==> src/rtl/mux4_rr_arbiter.sv <==
// mux4_rr_arbiter: round-robin grant of four word requesters onto one VALID/READY consumer
module mux4_rr_arbiter #(
    parameter int WIDTH    = 32,
    parameter int HOLD_MAX = 4
) (
    input  logic             clk,
    input  logic             clrn,
    input  logic [3:0]       req,
    input  logic [WIDTH-1:0] a0,
    input  logic [WIDTH-1:0] a1,
    input  logic [WIDTH-1:0] a2,
    input  logic [WIDTH-1:0] a3,
    input  logic             ready,
    output logic [3:0]       gnt,
    output logic [1:0]       sel,
    output logic             valid,
    output logic [WIDTH-1:0] y,
    output logic             xfer
);
    typedef enum logic {IDLE, BUSY} state_t;
    localparam logic [3:0] HMAX = 4'(HOLD_MAX);
    state_t     state;
    logic [1:0] ptr;
    logic [3:0] cnt;
    logic [1:0] win;
    logic [3:0] cnt_nxt;
    logic       release_now;
    logic [WIDTH-1:0] word;
    always_comb begin
        win = req[ptr] ? ptr :
              req[ptr + 2'd1] ? ptr + 2'd1 :
              req[ptr + 2'd2] ? ptr + 2'd2 : ptr + 2'd3;
        cnt_nxt = cnt + 4'd1;
        // a transfer ends the burst unless the owner still requests and has budget left
        release_now = xfer ? !(req[sel] && cnt_nxt < HMAX) : !req[sel];
        word = sel[1] ? (sel[0] ? a3 : a2) : (sel[0] ? a1 : a0);
    end
    assign y    = valid ? word : '0;
    assign xfer = valid & ready;
    always_ff @(posedge clk or negedge clrn) begin
        if (!clrn) begin
            state <= IDLE;
            ptr   <= 2'd0;
            sel   <= 2'd0;
            gnt   <= 4'd0;
            valid <= 1'b0;
            cnt   <= 4'd0;
        end else if (state == IDLE) begin
            if (|req) begin
                state <= BUSY;
                sel   <= win;
                gnt   <= 4'b0001 << win;
                valid <= 1'b1;
                cnt   <= 4'd0;
            end
        end else if (release_now) begin
            state <= IDLE;
            gnt   <= 4'd0;
            valid <= 1'b0;
            ptr   <= sel + 2'd1;
            cnt   <= 4'd0;
        end else if (xfer) begin
            cnt <= cnt_nxt;
        end
    end
endmodule

==> config.mk <==
export PLATFORM = sky130hd
export DESIGN_NAME = mux4_rr_arbiter
export DESIGN_NICKNAME = d
export VERILOG_FILES = /design/src/rtl/mux4_rr_arbiter.sv
export SDC_FILE = /design/constraint.sdc
export NUM_CORES = 1
export LEC_CHECK = 0
export CAP_MARGIN = 30
export CELL_PAD_IN_SITES_DETAIL_PLACEMENT = 0
export CELL_PAD_IN_SITES_GLOBAL_PLACEMENT = 1
export CORE_MARGIN = 1
export CORE_UTILIZATION = 22
export CTS_BUF_LIST = sky130_fd_sc_hd__clkbuf_8
export CTS_CLUSTER_DIAMETER = 50
export CTS_CLUSTER_SIZE = 16
export DETAILED_ROUTE_END_ITERATION = 10
export PLACE_DENSITY = 0.95
export RECOVER_POWER = 25
export SLEW_MARGIN = 20
export SYNTH_ARGS = -nofsm -noshare
export SYNTH_HDL_FRONTEND = slang
export SYNTH_SLANG_ARGS = --single-unit
==> constraint.sdc <==
create_clock -name clk -period 5.23 [get_ports clk]
set_clock_uncertainty 0.05 [all_clocks]
set_input_delay 1.569 -clock clk [delete_from_list [all_inputs] [get_ports clk]]
set_output_delay 1.569 -clock clk [all_outputs]
set_load 0.01 [all_outputs]
==> reports/qor.yml <==
sta:
  fin_ws_ns: 0.486
  min_period_over_period_pct: 90.7
  tns_ns: 0
  rsz0062_at_grt: "false"
  relSlewSlack_pct: 55.6
  max_slew.worst_pin.slew_ns: 0.667
  finalHoldViolations: 0
  min_period_ns: 4.74
  setup_violations: 0
  slew_viol_final: 0
  fmax_mhz: 211
grt:
  grtUsageTotal_pct: 15.7
  grt.overflow.total: 0
  met1_usage_pct: 17.0
  grt_use_met2_pct: 31.0
  grt_antenna_before_repair: 1
  grt_pass1_wl_mm: 10.4
  grt_pass1_vias: 2129
  grt_max_degree: 28
  met3_usage_pct: 4.12
  busiest_layer: "met2"
setup_path:
  crit_chain: "clkdlybuf4s50_1 -> mux4_2 -> and2_1 -> clkdlybuf4s50_1"
  cp.depth: 4
  r2r_start: "sel[0]"
  cp_common_cell: "clkdlybuf4s50_1"
  crit_family: "buffers and inverters"
  end_kind: "output port"
  critical_path_class: "input port to output port"
  start_kind: "input port"
  reg2reg_to: "cnt[1]"
  r2r_cells: 5
  cpPeakStageDelay_ns: 0.48
  rrSetupSlack_ns: 2.69
  crit_slowest_cell: "mux4_2"
  critical_path.max_fanout: 2
  crit_required_ns: 3.61
  arrival_ns: 3.12
  path_buf_inv: 2
synthesis:
  yosys.area.top_type: "mux4_2"
  ys_seq_area_share_pct: 20.2
  synthArstFlopShare_pct: 100
  syn_area_per_cell_sq_um: 12.1
  synth_seq_cells: 14
  synth_area_leaders: "mux4_2, dfrtp_1, and2_1"
  synth-edff-count: 0
  synth_fp_nets: 280
  synth_top_area_share_pct: 42.8
  yosys-top-cells-count: "mux4_2, and2_1, dfrtp_1"
  synth_area_sq_um: 1740
  synthDistinctLibCells: 38
  ys.warnings.count: 0
  syn_inst: 144
  yosysMostFrequentCell: "mux4_2"
  ys_dominant_reg_cell: "dfrtp_1"
hold_path:
  whs_path_depth: 1
  hp-start: "gnt[3]"
  min_to: "gnt[3]"
  hold_path_class: "register to register"
cts:
  cts_max_level: 1
  clk_pin_slew_ns: 0.05
  root_buffer: "clkbuf_8"
  numCtsBuffers: 3
  cts_setup_buffers: 0
  clk_latency_ns: 0.25
  cts_buffer_depth: 2
  cts_tree: "built"
  clock_sinks: 14
  hold_buffers: 0
  post_cts_resized: 0
floorplan:
  dieArea_sq_um: 8260
  fp.coreArea_sq_um: 7690
  die_y_microns: 90.9
  num_rows: 32
  io_pins: 175
  initial_core_util_pct: 22.6
  die_w_microns: 90.9
status:
  outcome: "finished clean"
detailed_routing:
  vias: 1934
  via_per_inst: 4.65
  antenna_left: 0
  first_pass_iters: 3
  drc: 0
  wire_per_inst_microns: 15.8
  wirelength_mm: 6.59
  drtIter0Drc: 21
layout:
  finish.utilization_pct: 47.5
  n_fill_cell: 708
  multi_input_area_sq_um: 1320
  fin_cells: 416
  area_growth_pct: 110
  fin_nets: 450
  ff_latch_area_sq_um: 352
  drive_gt1_share_pct: 16.0
placed_design:
  io_buffers: 174
  gp_congestion: 0.759
  dp_hpwl_mm: 5.50
  preCtsSetupSlack_ns: 0.480
  dp.cells: 411
pwr:
  p_total_mw: 1.44
  p_leak_nw: 1.35
  ir_worst_vdd_uv: 381
  p_per_area_nw_per_um2: 394
run:
  cap_violations: 0
[power breakdown]
part           switching (mW)  internal, mW
sequential              0.100         0.150
combinational           0.385         0.699
clock                  0.0374        0.0666
total                   0.523         0.916
[how the worst max path moves through the flow]
stage / from / endpoint
after floorplan: a3[0] / y[0]
after global placement: a2[27] / y[27]
after detailed placement: a2[28] / y[28]
after CTS: a2[28] / y[28]
after global routing: a2[28] / y[28]
final: a2[28] / y[28]
[metal layers]
metal | share of wire, % | wire (microns)
met3 | 8.2 | 538
met4 | 0.93 | 61
met2 | 53 | 3470
met5 | 0 | 0
met1 | 38 | 2510
[layout make-up]
type / count / share of cell area [%]
antenna: 1 / 0.0685
clock buffer: 4 / 1.51
inverter: 4 / 0.411
multi-input combinational: 114 / 36.0
sequential: 14 / 9.63
tap: 102 / 3.49
timing repair buffer: 177 / 48.9
[registers in the layout, indices dropped and copies added, names as in the netlist]
| name | cells |
|---|---|
| sel | 2 |
| valid | 1 |
| ptr | 2 |
| gnt | 4 |
| cnt | 4 |
| state | 1 |
[placed cells by master (no fill, tap or decap), types with 2 or more instances in the layout]
cell type,Yosys,routed
dlygate4sd3_1,0,4
mux2i_1,2,2
nor4_1,2,2
dfrtp_1,14,13
o21ai_0,3,3
a21bo_2,2,2
clkdlybuf4s50_1,0,170
mux4_2,33,33
inv_1,4,4
a32o_1,2,2
nor3_1,2,2
and2_1,32,32
clkbuf_8,0,4
nor2b_1,9,9
o32ai_1,2,2
nand2_1,4,4
[metrics by stage]
step	hold WS (ns)	cell area, sq um
CTS	0.487	3650
detailed placement	0.470	3590
floorplan	0.431	1740
finish	0.488	3650
global placement	0.459	3580
global route	0.505	3650
[logic make-up after synthesis]
kind of cell / count (synthesis) / share of synthesized area (%)
and+or+nand+nor: 56 / 19.5
adders and majority gates: 1 / 0.720
xor gates and xnor gates: 1 / 0.504
DFF: 14 / 20.2
buffers and inverters: 16 / 4.10
muxes: 37 / 45.4
AOI/OAI and AO/OA: 19 / 9.58
No activity file was read; power rests on OpenSTA's default activity.
